File: src/rtl/mem_stack_sequencer.sv
// mem_stack_sequencer: memory-stage stack controller.
// Owns the stack pointer and sequences multi-beat stack traffic through the
// shared data memory port. A 32-bit PC moves as two 16-bit beats, and an
// interrupt adds a flags beat. Popped PC, flags and data words are returned
// to writeback/fetch.
//
// Optional build macro: STACK_GUARD_EN
//   When it is defined, requests that would underflow or overflow the stack
//   are rejected in IDLE and raise the sticky stack_err flag.
//   When it is undefined, there are no checks, stack_err is 0 and SP wraps.
//
// Request handshake (op_valid / stall):
//   A request is taken in IDLE in the same cycle that op_valid=1 carries a
//   legal op (1..6). stall is asserted combinationally in that acceptance
//   cycle and stays high through the last beat. The requester must hold
//   op_valid/op until it sees stall low. op_valid seen while busy is ignored.

module mem_stack_sequencer #(
   parameter int           W        = 16,
   parameter logic [W-1:0] SP_RESET = 16'h07FF,
   parameter logic [W-1:0] SP_LIMIT = 16'h0000
) (
   input  logic           clk,
   input  logic           rst,
   input  logic           op_valid,
   input  logic [2:0]     op,
   input  logic [W-1:0]   RD,
   output logic           MEM_READ,
   output logic           MEM_WRITE,
   output logic [1:0]     MEM_ADDR_SEL,
   output logic [2:0]     MEM_DATA_SEL,
   output logic [W-1:0]   sp,
   output logic           stall,
   output logic           busy,
   output logic [W-1:0]   pop_data,
   output logic           pop_valid,
   output logic [2*W-1:0] pc_out,
   output logic           pc_valid,
   output logic [2:0]     flags_out,
   output logic           flags_valid,
   output logic           stack_err,
   output logic [3:0]     state_dbg
);

   // Operation encodings on op
   localparam logic [2:0] OP_NOP  = 3'd0;
   localparam logic [2:0] OP_PUSH = 3'd1;
   localparam logic [2:0] OP_POP  = 3'd2;
   localparam logic [2:0] OP_CALL = 3'd3;
   localparam logic [2:0] OP_RET  = 3'd4;
   localparam logic [2:0] OP_INT  = 3'd5;
   localparam logic [2:0] OP_RTI  = 3'd6;
   localparam logic [2:0] OP_RSV  = 3'd7;

   // Address mux selects
   localparam logic [1:0] ASEL_RSRC = 2'd0;
   localparam logic [1:0] ASEL_SP   = 2'd3;

   // Data mux selects
   localparam logic [2:0] DSEL_RDST    = 3'd1;
   localparam logic [2:0] DSEL_FLAGS   = 3'd2;
   localparam logic [2:0] DSEL_PC_HI   = 3'd3;
   localparam logic [2:0] DSEL_PC_LO   = 3'd4;
   localparam logic [2:0] DSEL_PCP_HI  = 3'd5;
   localparam logic [2:0] DSEL_PCP_LO  = 3'd6;
   localparam logic [2:0] DSEL_ZERO    = 3'd7;

   localparam logic [W-1:0] SP_ONE = {{(W-1){1'b0}}, 1'b1};

   typedef enum logic [3:0] {
      IDLE    = 4'd0,
      PUSH_W  = 4'd1,
      PUSH_HI = 4'd2,
      PUSH_LO = 4'd3,
      PUSH_FL = 4'd4,
      POP_W   = 4'd5,
      POP_FL  = 4'd6,
      POP_LO  = 4'd7,
      POP_HI  = 4'd8
   } state_t;

   state_t         state_q, state_d;
   logic [W-1:0]   sp_q;
   logic [2:0]     op_q;
   logic [W-1:0]   pop_data_q;
   logic [2*W-1:0] pc_q;
   logic [2:0]     flags_q;
   logic           pop_valid_q;
   logic           pc_valid_q;
   logic           flags_valid_q;

   logic           op_legal;
   logic           reject;
   logic           accept;
   logic           is_int;

   assign op_legal = op_valid && (op != OP_NOP) && (op != OP_RSV);
   assign is_int   = (op_q == OP_INT);

`ifdef STACK_GUARD_EN
   logic [1:0]   n_push;
   logic [1:0]   n_pop;
   logic [W+1:0] sp_x;
   logic [W+1:0] limit_x;
   logic [W+1:0] top_x;
   logic [W+1:0] n_push_x;
   logic [W+1:0] n_pop_x;
   logic         err_q;

   // Words each request would push or pop, used to check the stack bounds
   always_comb begin
      n_push = 2'd0;
      n_pop  = 2'd0;
      case (op)
         OP_PUSH: n_push = 2'd1;
         OP_CALL: n_push = 2'd2;
         OP_INT:  n_push = 2'd3;
         OP_POP:  n_pop  = 2'd1;
         OP_RET:  n_pop  = 2'd2;
         OP_RTI:  n_pop  = 2'd3;
         default: ;
      endcase
   end

   // The comparisons are widened by two bits so that wrap-around cannot hide a violation
   assign sp_x     = {2'b00, sp_q};
   assign limit_x  = {2'b00, SP_LIMIT};
   assign top_x    = {2'b00, SP_RESET};
   assign n_push_x = {{W{1'b0}}, n_push};
   assign n_pop_x  = {{W{1'b0}}, n_pop};

   // Reject when the lowest written word is below SP_LIMIT, or when SP would rise above SP_RESET
   assign reject = op_legal &&
                   (((sp_x + {{(W+1){1'b0}}, 1'b1}) < (limit_x + n_push_x)) ||
                    ((sp_x + n_pop_x) > top_x));

   // Sticky error flag, cleared only by reset
   always_ff @(posedge clk) begin
      if (rst)
         err_q <= 1'b0;
      else if ((state_q == IDLE) && reject)
         err_q <= 1'b1;
   end

   assign stack_err = err_q;
`else
   logic unused_limit;
   assign unused_limit = ^SP_LIMIT;
   assign reject       = 1'b0;
   assign stack_err    = 1'b0;
`endif

   // Next-state and beat decode: memory strobes, mux selects and the stack address
   always_comb begin
      state_d      = state_q;
      accept       = 1'b0;
      MEM_READ     = 1'b0;
      MEM_WRITE    = 1'b0;
      MEM_ADDR_SEL = ASEL_RSRC;
      MEM_DATA_SEL = DSEL_ZERO;
      sp           = sp_q;
      case (state_q)
         IDLE: begin
            if (op_legal && !reject) begin
               accept = 1'b1;
               case (op)
                  OP_PUSH:         state_d = PUSH_W;
                  OP_POP:          state_d = POP_W;
                  OP_CALL, OP_INT: state_d = PUSH_HI;
                  OP_RET:          state_d = POP_LO;
                  OP_RTI:          state_d = POP_FL;
                  default:         state_d = IDLE;
               endcase
            end
         end
         PUSH_W: begin
            MEM_WRITE    = 1'b1;
            MEM_ADDR_SEL = ASEL_SP;
            MEM_DATA_SEL = DSEL_RDST;
            state_d      = IDLE;
         end
         PUSH_HI: begin
            MEM_WRITE    = 1'b1;
            MEM_ADDR_SEL = ASEL_SP;
            MEM_DATA_SEL = is_int ? DSEL_PC_HI : DSEL_PCP_HI;
            state_d      = PUSH_LO;
         end
         PUSH_LO: begin
            MEM_WRITE    = 1'b1;
            MEM_ADDR_SEL = ASEL_SP;
            MEM_DATA_SEL = is_int ? DSEL_PC_LO : DSEL_PCP_LO;
            state_d      = is_int ? PUSH_FL : IDLE;
         end
         PUSH_FL: begin
            MEM_WRITE    = 1'b1;
            MEM_ADDR_SEL = ASEL_SP;
            MEM_DATA_SEL = DSEL_FLAGS;
            state_d      = IDLE;
         end
         POP_W: begin
            MEM_READ     = 1'b1;
            MEM_ADDR_SEL = ASEL_SP;
            sp           = sp_q + SP_ONE;
            state_d      = IDLE;
         end
         POP_FL: begin
            MEM_READ     = 1'b1;
            MEM_ADDR_SEL = ASEL_SP;
            sp           = sp_q + SP_ONE;
            state_d      = POP_LO;
         end
         POP_LO: begin
            MEM_READ     = 1'b1;
            MEM_ADDR_SEL = ASEL_SP;
            sp           = sp_q + SP_ONE;
            state_d      = POP_HI;
         end
         POP_HI: begin
            MEM_READ     = 1'b1;
            MEM_ADDR_SEL = ASEL_SP;
            sp           = sp_q + SP_ONE;
            state_d      = IDLE;
         end
         default: state_d = IDLE;
      endcase
   end

   // State register, latched op, and stack pointer (post-decrement on push, pre-increment on pop)
   always_ff @(posedge clk) begin
      if (rst) begin
         state_q <= IDLE;
         op_q    <= OP_NOP;
         sp_q    <= SP_RESET;
      end else begin
         state_q <= state_d;
         if (accept)
            op_q <= op;
         if (MEM_WRITE)
            sp_q <= sp_q - SP_ONE;
         else if (MEM_READ)
            sp_q <= sp_q + SP_ONE;
      end
   end

   // Capture popped words; the result pulses rise for one cycle after the final pop beat
   always_ff @(posedge clk) begin
      if (rst) begin
         pop_data_q    <= '0;
         pc_q          <= '0;
         flags_q       <= 3'b000;
         pop_valid_q   <= 1'b0;
         pc_valid_q    <= 1'b0;
         flags_valid_q <= 1'b0;
      end else begin
         pop_valid_q   <= 1'b0;
         pc_valid_q    <= 1'b0;
         flags_valid_q <= 1'b0;
         case (state_q)
            POP_W: begin
               pop_data_q  <= RD;
               pop_valid_q <= 1'b1;
            end
            POP_FL: flags_q <= RD[2:0];
            POP_LO: pc_q[W-1:0] <= RD;
            POP_HI: begin
               pc_q[2*W-1:W] <= RD;
               pc_valid_q    <= 1'b1;
               flags_valid_q <= (op_q == OP_RTI);
            end
            default: ;
         endcase
      end
   end

   assign busy        = (state_q != IDLE);
   assign stall       = busy | accept;
   assign pop_data    = pop_data_q;
   assign pop_valid   = pop_valid_q;
   assign pc_out      = pc_q;
   assign pc_valid    = pc_valid_q;
   assign flags_out   = flags_q;
   assign flags_valid = flags_valid_q;
   assign state_dbg   = state_q;

endmodule

File: config.mk
export PLATFORM = sky130hd
export DESIGN_NAME = mem_stack_sequencer
export DESIGN_NICKNAME = d
export VERILOG_FILES = /design/src/rtl/mem_stack_sequencer.sv
export SDC_FILE = /design/constraint.sdc
export NUM_CORES = 1
export LEC_CHECK = 0
export BUFFER_PORTS_ARGS = -buffer_cell sky130_fd_sc_hd__buf_2
export CAP_MARGIN = 20
export CORE_ASPECT_RATIO = 1.25
export CORE_MARGIN = 8
export CORE_UTILIZATION = 46
export CTS_CLUSTER_DIAMETER = 80
export CTS_CLUSTER_SIZE = 10
export DETAILED_ROUTE_END_ITERATION = 8
export PLACE_DENSITY_LB_ADDON = 0.15
export SLEW_MARGIN = 20
export SYNTH_ARGS = -nofsm -noshare
export SYNTH_HDL_FRONTEND = slang
export SYNTH_SLANG_ARGS = --single-unit
File: constraint.sdc
create_clock -name clk -period 2.2 [get_ports clk]
set_input_delay 0.33 -clock clk [delete_from_list [all_inputs] [get_ports clk]]
set_output_delay 0.33 -clock clk [all_outputs]
set_load 0.02 [all_outputs]
Word-level counts from Yosys, hierarchy flattened
Cells that the tools add are included.
Storage, ports and cells
  register bits after elaboration: 77
  latch bits: 0
  bits in writable memories: 0
  bits in read-only memories: 0
  input port bits: 22
  memories kept: 0
Operators by class
  add/sub/neg operators: 2
  multiply operators: 0
  div/mod/pow operators: 0
  order comparisons: 0
  equality and inequality tests: 18
  shift-type cells: 0
  mux-type cells: 17
  bitwise gates (word level): 2
  reduce and logical (&&, ||, !) cells: 11
Operators by type and width (count)
  $mux 16: 3
  $pmux 4 s5: 1
  $add 16x1->16 const B: 1
  $eq 4x3->1 const B: 4
  $sub 16x1->16 const B: 1
  $eq 3x3->1 const B: 5
  $pmux 3 s5: 1
  $pmux 3 s4: 1
  $eq 4x2->1 const B: 2
  $reduce_or 4->1: 2
  $reduce_or 8->1: 1
  $eq 3x2->1 const B: 2
  $mux 1: 6
  $mux 3: 2
  $eq 4x1->1 const B: 1
  $eq 4x4->1 const B: 1
  $logic_not 4->1: 1
  $mux 2: 2
  $mux 4: 1
  $reduce_bool 4->1: 1
  $reduce_or 2->1: 2
  $eq 3x1->1 const B: 1
  $ne 3x3->1 const B: 1
  $reduce_bool 3->1: 1
  other kinds (5): 6

Depth between registers and ports, before layout
Gate-level depths: netlist of the first run.
  depth in word-level cells: 6
  gate-level depth with buffers: 9
  gate-level depth less buffers: 6

Worst setup path after synthesis of the first run
OpenSTA, ideal clock, no wires.
  kind: reg2out
  start: register state_q[3] (netlist: state_dbg[3])
  end: output port sp[13]
  arrival time: 2.315 ns
  data required time: 1.870 ns
  slack: -0.445 ns
  cell stages (with the launch flop): 7
  path through: dfxtp_1 > buf_2 > or4b_1 > buf_2 > a21boi_4 > or4_4 > xnor2_1
On the way
  longest elaborated chain between the ends: 3
  elaborated cells on any way between the ends: 6
Ends and longest elaborated chain
  start: declaration: RTL line 82  | state_t state_q, state_d;
  start signal: assignment: RTL line 235  | state_q <= state_d;
  $eq 4x4->1 / $eq 4x3->1 (equally long branches): RTL line 162  | case (state_q)
  $reduce_or 4->1 (no line) *
  $mux 16 *
  end: declaration: RTL line 32  | output logic [W-1:0] sp,
Every way passes the cells marked *; elsewhere a longest branch is shown, timed or not.

Worst setup path in the final report of the first run
  start: register state_q[1] (netlist: state_dbg[1])
  end: output port sp[13]
The elaborated chain is that of the path after synthesis.

==> results.txt, run 1 <==
GRT met3 Usage: 0.05191
die width: 94.18 um
Slew Limit Fails: 0
clock skew: 0.01014 ns
residual DRC count: 0
Final Worst Setup Slack: -0.3285 ns
Die ar.: 10710 um^2
Post-Syn Instances: 449
ratio of cells with drive above 1 in the final layout: 0.3729
drt via density: 5.236
Comb power frac: 0.192
EDFF count, synth: 0
met2 usage: 0.3453
Yosys reg bits: 77
antenna viol nets, final: 0
Max-Slew Margin vs Limit: 0.5588
RSZ-0062 raised after global routing: true
register-to-register setup slack: 0 ns
drt first pass iters: 4
Syn. warnings: 0
total net switching power: 970.5 uW
critical path type: reg -> out
Setup crit start kind: flop
Fmax: 395.5 MHz
# setup viols final: 22
Slew @ Worst Pin: 0.6619 ns
HPWL Detailed: 7568 um
crit path time final: 2.529 ns
initial antenna violation count: 0
Setup WS pre-CTS: -0.04443 ns
count leader, synth: nand2_1
WP data required: 1.87 ns
total power: 3.198 mW
CTS root buf: clkbuf_8
count of cell types in the netlist: 50
largest net degree at the start of global routing: 36
DR vias: 3571
CTS tree: built
Worst Hold Depth: 2
Sink Count: 77
final WL: 10460 um
leakage: 2.165 nW
critical path arrival: 2.20 ns
CTS clk-pin slew, worst paths: 0.09 ns
Reg2Reg Depth: 8
crit end category: primary output
GRT Total Usage: 0.1930
proportion of netlist area held by the largest area contributor: 0.4386
io pins: 106
met1 usage: 0.2085
Hold Path Class: in -> reg
Synth area leaders: dfxtp_1 44%, nand2_1 13%, a21oi_1 7.5%, xnor2_1 3.5%, xor2_1 2.7%
Synth area leader: dfxtp_1
Post-synth top cells: 124 x nand2_1, 77 x dfxtp_1, 53 x a21oi_1, 24 x clkbuf_1, 21 x nor2_1
core area: 7401 um^2
1st-iter DRT viols: 227
Worst Hold Launch: op_valid
Mean Syn Cell Area: 7.828 um^2
synthesized area: 3515 um^2
Initial Utilization: 0.4749
RePlAce Congestion: 0.9049
die span in y: 113.7 um
sequential power share: 0.448
ys flop type: dfxtp_1
Hold Path Sink: op_q[0]
Clock Tree Buf Depth: 2
Pwr Density: 635.6 nW/um^2
htree depth: 3
CP Max Fanout: 5
VDD IR max: 420.5 uV
port bufs: 104
Fill cells: 643
sw frac: 0.3034
Worst-Skew Late Latency: 0.35 ns
failing checks: setup timing
grt ovf: 0
worst r2r src: state_dbg[1]
register area share after synthesis: 0.4386
Critical R2R Capture: sp_q[13]
Num CTS Buffers: 9
Layout Area Growth over Synthesis: 43.18%
cell internal pwr: 2.228 mW
outcome: finished with violations
post-DR wirelength/cell: 15.33 um
clock share of power: 0.360
first-pass GRT wire length: 16620 um
Tcrit/Tclk final: 1.149
cts hold-fix bufs: 0
final hold viol count: 0
n_diodes: 0
vias in the first global route: 3507
Placement Rows: 35
Mapped Nets: 473
maxcap violations: 0
Total Nets Final: 609
ys async rst share: 0
Most Used Layer, Global Route: met2
-- critical path, stage by stage, from the launching register on --
cell and delay, ns:
dfxtp_2 0.33, or4b_4 0.53, a21boi_4 0.18, or4_4 0.53, xnor2_4 0.15, buf_6 0.13
-- worst max path at each step --
stage | startpoint | end
6_report | state_dbg[1] | sp[13]
5_1_grt | state_dbg[1] | sp[13]
4_1_cts | state_dbg[1] | sp[13]
3_5_place_dp | state_dbg[1] | sp[13]
3_3_place_gp | state_dbg[1] | sp[13]
2_1_floorplan | state_dbg[2] | sp[13]
-- metal layers --
metal	vias to the layer above	share of wire
met3	11	0.069
li1	1770	-
met4	0	0.013
met1	1690	0.40
met5	-	0
met2	100	0.52
-- what timing repair did --
action                                 CTS  global route
endpoints found under the hold margin    0             0
resized for setup                       53            16
buffers inserted                        12             7
pin swaps                               15             5
setup endpoints to repair               19            26
-- cell type report --
class	count	area, um^2	area share
tap	92	115.1	0.02287
sequential	77	1551	0.3083
clock inverter	7	92.59	0.01840
timing repair buffer	159	1061	0.2108
clock buffer	9	123.9	0.02461
multi-input combinational	329	2042	0.4058
inverter	9	46.29	0.009199
-- stage by stage --
step                cells  cell area [um^2]  TNS (ns)  hold WS (ns)  utilization
finish                682              5032    -3.971        0.1861       0.6800
floorplan             449              3705   -0.6739        0.4198            -
global placement      650              4456  -0.01293        0.4329       0.6020
detailed placement    650              4456  -0.07246        0.4392       0.6020
CTS                   678              4943    -4.634        0.1673       0.6680
global route          682              5032    -5.697        0.1635       0.6800
-- flip-flops by register name, summed over array words and instances, names as in the netlist --
| signal | flops |
|---|---|
| flags_out | 3 |
| pop_valid | 1 |
| pc_out | 32 |
| flags_valid | 1 |
| pc_valid | 1 |
| op_q | 3 |
| pop_data | 16 |
| state_dbg | 4 |
| sp_q | 16 |
-- power by group through the flow --
stage,registers (mW),logic [mW],clock network (mW)
floorplan,1.47,0.308,0
global placement,1.46,0.505,0
detailed placement,1.46,0.510,0
CTS,1.43,0.583,1.18
global route,1.44,0.662,1.24
finish,1.43,0.614,1.15
-- layout by cell type (no fill, tap or decap), drive strengths merged, types with 4 or more instances in the layout --
master and n:
inv 10, nand2 124, or3 9, or4 4, xnor2 14, nor3 18, nor2 21, mux2i 6
xor2 11, buf 159, o21ai 8, clkbuf 9, dfxtp 77, a22oi 4, a21oi 53, nor4 4
nand3 12
-- logic make-up (layout without fill, tap and decap cells) --
kind of cell / Yosys count / in the layout / share of synthesized area
other: 1 / 1 / 0.001067
buffers and inverters: 43 / 184 / 0.05447
flip-flops: 77 / 77 / 0.4386
AO/OA/AOI/OAI: 81 / 81 / 0.1335
XOR/XNOR: 25 / 25 / 0.06230
adder cells (fa/ha/maj): 2 / 2 / 0.007119
multiplexers: 7 / 7 / 0.02029
AND/OR/NAND/NOR: 213 / 213 / 0.2827
(Power assumes the default switching activity.)
==> inputs of run 2 (changes only) <==
Settings changed: CELL_PAD_IN_SITES_DETAIL_PLACEMENT set to 0, CELL_PAD_IN_SITES_GLOBAL_PLACEMENT set to 1, CORE_UTILIZATION 46 to 33.
==> results.txt, run 2 (synthesized netlist as in run 1, its figures left out) <==
port bufs: 104 (unchanged)
Worst-Skew Late Latency: 0.33 ns (-0.02 ns)
Final Cell Area: 5077 um^2 (+0.90%)
Max-Slew Margin vs Limit: 0.4988 (-0.05992)
Initial Utilization: 0.3344 (-0.1405)
Clock Tree Buf Depth: 2 (unchanged)
Total Nets Final: 605 (-0.66%)
multi-input logic area: 2017 um^2 (-1.2%)
Tcrit/Tclk final: 1.142 (-0.007365)
critical path type: reg -> out
Final Worst Setup Slack: -0.3123 ns (+0.01620 ns)
outcome: finished with violations
crit end category: primary output
Register Area: 1553 um^2 (about the same)
ratio of cells with drive above 1 in the final layout: 0.3652 (-0.007694)
Slew Limit Fails: 0 (unchanged)
antenna viol nets, final: 0 (unchanged)
drt via density: 4.897 (-6.5%)
initial antenna violation count: 0 (unchanged)
core area: 10510 um^2 (+42%)
total power: 3.420 mW (+6.9%)
VDD IR max: 431.1 uV (+2.5%)
post-DR wirelength/cell: 15.63 um (+1.9%)
Fill cells: 1076 (+67%)
cts hold-fix bufs: 0 (unchanged)
most frequent cells in the layout: 122 x nand2_1, 85 x buf_2, 72 x dfxtp_1
Num CTS Buffers: 9 (unchanged)
Layout Area Growth over Synthesis: 44.46%
GRT Total Usage: 0.1612 (-0.03177)
CTS clk-pin slew, worst paths: 0.06 ns (-0.03 ns)
Hold Path Class: in -> reg
vias in the first global route: 3683 (+5.0%)
Placed Instances: 693 (+6.6%)
n_diodes: 0 (unchanged)
Slew @ Worst Pin: 0.7517 ns (+0.08987 ns)
RePlAce Congestion: 0.8609 (-4.9%)
grt ovf: 0 (unchanged)
htree depth: 3 (unchanged)
io pins: 106 (unchanged)
DP Area: 4541 um^2 (+1.9%)
drt first pass iters: 4 (unchanged)
most common cell after layout, fill and taps aside: nand2_1
HPWL Detailed: 8311 um (+9.8%)
maxcap violations: 0 (unchanged)
final hold viol count: 0 (unchanged)
Pwr Density: 673.7 nW/um^2 (+6.0%)
Sink Count: 77 (unchanged)
crit path time final: 2.512 ns (-0.01620 ns)
die width: 108.3 um (+15%)
Fmax: 398.0 MHz (+0.65%)
final WL: 11220 um (+7.3%)
RSZ-0062 raised after global routing: true
Placement Rows: 42 (+20%)
leakage: 2.161 nW (-0.17%)
CTS root buf: clkbuf_16
Setup crit start kind: flop
failing checks: setup timing
CP Max Fanout: 7 (+2)
first-pass GRT wire length: 18430 um (+11%)
1st-iter DRT viols: 138 (-39%)
die span in y: 131.4 um (+16%)
setup TNS: -3.206 ns (+0.7645 ns)
DR vias: 3516 (-1.5%)
clock skew: 0.005205 ns (-0.004936 ns)
residual DRC count: 0 (unchanged)
CTS tree: built
WP data required: 1.87 ns (about the same)
largest net degree at the start of global routing: 37 (+2.8%)
# setup viols final: 15 (-32%)
Die ar.: 14230 um^2 (+33%)
Setup WS pre-CTS: -0.04657 ns (-0.002139 ns)
fin cells: 718 (+5.3%)
max reg flops: 32 (unchanged)
critical path arrival: 2.18 ns (-0.02 ns)
-- run 2: cell count changes in the layout (fill, tap and decap cells not counted), moves of 2 or more --
cell / change
buf_6: -3
clkbuf_16: +9
clkbuf_8: -9
clkinv_4: +2
clkinv_8: -2
inv_6: +2
nand2_1: +2
nand2_4: -3
-- run 2: metrics by stage --
stage	utilization	hold slack (ns)
6_report	0.4831	0.2232
5_1_grt	0.4831	0.2105
4_1_cts	0.4811	0.2110
3_5_place_dp	0.4320	0.4461
3_3_place_gp	0.4320	0.4394
2_1_floorplan	-	0.4198
-- run 2: repair_timing --
| item | in CTS | in global routing |
|---|---|---|
| gates resized for setup | 49 | 7 |
| setup endpoints to repair | 19 | 23 |
| pin swaps | 13 | 9 |
| hold endpoints to repair | 0 | 0 |
| setup buffers | 9 | 1 |
| gates cloned | 0 | 0 |
-- run 2: per-layer routing --
layer	GRT usage	share of wire
met5	0	0
met4	0.05797	0.017
met3	0.05479	0.063
met2	0.2763	0.51
met1	0.1780	0.41
-- run 2: worst max-delay path: stages (launching register included) --
cell	delay (ns)
dfxtp_2	0.32
or4b_4	0.53
a21boi_4	0.19
or4_4	0.54
xnor2_4	0.15
buf_6	0.13
-- run 2: worst paths after layout --
path	end	cells past startpoint	start	slack, ns
max	sp[13]	5	state_dbg[1]	-0.31
min	op_q[0]	2	op_valid	0.22
max reg2reg	sp_q[13]	7	state_dbg[1]	0.05
min reg2reg	flags_valid	2	op_q[1]	0.45
-- run 2: cell type report --
class | instances | share of cell area
multi-input combinational | 329 | 0.3972
sequential | 77 | 0.3058
timing repair buffer | 155 | 0.2008
clock buffer | 9 | 0.04436
tap | 132 | 0.03253
clock inverter | 7 | 0.01158
inverter | 9 | 0.007639
-- run 2: power by group --
group	switching (mW)	internal (mW)	leakage, nW
sequential	0.0164	1.42	0.623
combinational	0.342	0.243	1.40
clock	0.622	0.781	0.138
==> inputs of run 3 (changes only) <==
Settings changed: CORE_UTILIZATION 33 to 34, CTS_BUF_LIST set to sky130_fd_sc_hd__clkbuf_8.
==> results.txt, run 3 (synthesized netlist as in run 1, its figures left out) <==
io pins: 106 (unchanged)
htree depth: 3 (unchanged)
largest net degree at the start of global routing: 66 (+78%)
leakage: 2.142 nW (-0.88%)
1st-iter DRT viols: 95 (-31%)
grt ovf: 0 (unchanged)
n_diodes: 0 (unchanged)
residual DRC count: 0 (unchanged)
GRT Total Usage: 0.1613 (about the same)
port bufs: 104 (unchanged)
HPWL Detailed: 8036 um (-3.3%)
worst hold slack: 0.1781 ns (-0.04509 ns)
# setup viols final: 17 (+2)
Total Nets Final: 609 (+0.66%)
Fmax: 395.3 MHz (-0.68%)
crit end category: primary output
cts hold-fix bufs: 0 (unchanged)
Clock Tree Buf Depth: 2 (unchanged)
Die ar.: 13870 um^2 (-2.5%)
Hold Path Class: in -> reg
Max-Slew Margin vs Limit: 0.5271 (+0.02828)
CTS clk-pin slew, worst paths: 0.09 ns (+0.03 ns)
critical path arrival: 2.20 ns (+0.02 ns)
Pwr Density: 621.9 nW/um^2 (-7.7%)
maxcap violations: 0 (unchanged)
Worst-Skew Late Latency: 0.34 ns (about the same)
RSZ-0062 raised after global routing: true
final WL: 11020 um (-1.8%)
Slew Limit Fails: 0 (unchanged)
failing checks: setup timing
Layout Area Growth over Synthesis: 43.22%
drt first pass iters: 4 (unchanged)
Placement Rows: 41 (-2.4%)
Num CTS Buffers: 9 (unchanged)
CTS tree: built
final hold viol count: 0 (unchanged)
most common cell after layout, fill and taps aside: nand2_1
drt via density: 4.843 (-1.1%)
Final Worst Setup Slack: -0.3295 ns (-0.01719 ns)
VDD IR max: 285.7 uV (-34%)
crit path time final: 2.530 ns (+0.01719 ns)
outcome: finished with violations
CTS root buf: clkbuf_8
Initial Utilization: 0.3478 (+0.01337)
die span in y: 129.7 um (-1.3%)
core area: 10110 um^2 (-3.8%)
die width: 106.9 um (-1.3%)
clock skew: 0.008318 ns (+0.003113 ns)
Sink Count: 77 (unchanged)
max reg flops: 32 (unchanged)
most frequent cells in the layout: 122 x nand2_1, 86 x buf_2, 71 x dfxtp_1
antenna viol nets, final: 0 (unchanged)
post-DR wirelength/cell: 15.33 um (-1.9%)
setup TNS: -3.250 ns (-0.04363 ns)
vias in the first global route: 3602 (-2.2%)
CP Max Fanout: 5 (-2)
DR vias: 3482 (-0.97%)
ratio of cells with drive above 1 in the final layout: 0.3746 (+0.009389)
Fill cells: 1005 (-6.6%)
WP data required: 1.87 ns (about the same)
Setup crit start kind: flop
Slew @ Worst Pin: 0.7093 ns (-0.04242 ns)
RePlAce Congestion: 0.8937 (+3.8%)
initial antenna violation count: 0 (unchanged)
critical path type: reg -> out
Tcrit/Tclk final: 1.150 (+0.007815)
first-pass GRT wire length: 17800 um (-3.4%)
## run 3: cell count changes in the layout (fill, tap and decap cells not counted), sizes merged
cell / before / now
buf: 155 / 159
clkbuf: 9 / 10
inv: 11 / 10
clkinv: 4 / 2
bufinv: 0 / 1
clkinvlp: 1 / 2
## run 3: layer usage
layer | GRT usage | wire, um
met2 | 0.2888 | 5695
met5 | 0 | 0
met3 | 0.05216 | 706
met4 | 0.05560 | 136
met1 | 0.1739 | 4481
## run 3: layout make-up
cell class                      count  area, um^2  area share
Timing Repair Buffer              159        1047      0.2081
Tap cell                          129       161.4     0.03207
Multi-Input combinational cell    329        2032      0.4037
Inverter                            9       38.79    0.007706
Clock buffer                       10       137.6     0.02734
Sequential cell                    77        1554      0.3087
Clock inverter                      6       62.56     0.01243
## run 3: final timing paths
check	slack, ns	depth (start not counted)	to	from
worst max register to register	0.05	6	sp_q[13]	state_dbg[1]
worst min register to register	0.45	2	flags_valid	op_q[1]
worst min-delay path	0.18	2	op_q[0]	op_valid
worst max-delay path	-0.33	5	sp[13]	state_dbg[1]
## run 3: what timing repair did
action,4_1_cts,5_1_grt
setup buffers,7,11
resized for setup,43,19
setup endpoints to repair,19,23
pin swaps,11,6
## run 3: critical path, stage by stage (launching register included)
cell and delay (ns):
dfxtp_2 0.33, or4b_4 0.53, a21boi_4 0.18, or4_4 0.53
xnor2_4 0.15, buf_6 0.13
## run 3: power breakdown
group | switching [mW] | internal (mW) | leakage (nW)
logic | 0.344 | 0.262 | 1.42
clock network | 0.536 | 0.554 | 0.100
registers | 0.0205 | 1.41 | 0.622
total | 0.900 | 2.23 | 2.14
## run 3: through the flow
| stage | power, mW | cell area [um^2] | cells | utilization | setup slack [ns] |
|---|---|---|---|---|---|
| after CTS | 3.136 | 4893 | 710 | 0.4842 | -0.4117 |
| after detailed placement | 1.975 | 4502 | 687 | 0.4455 | -0.07052 |
| after global placement | 1.971 | 4502 | 687 | 0.4455 | -0.009697 |
| after floorplan | 1.782 | 3705 | 449 | - | -0.1530 |
| after global routing | 3.278 | 5034 | 719 | 0.4981 | -0.3950 |
| final | 3.131 | 5034 | 719 | 0.4981 | -0.3295 |
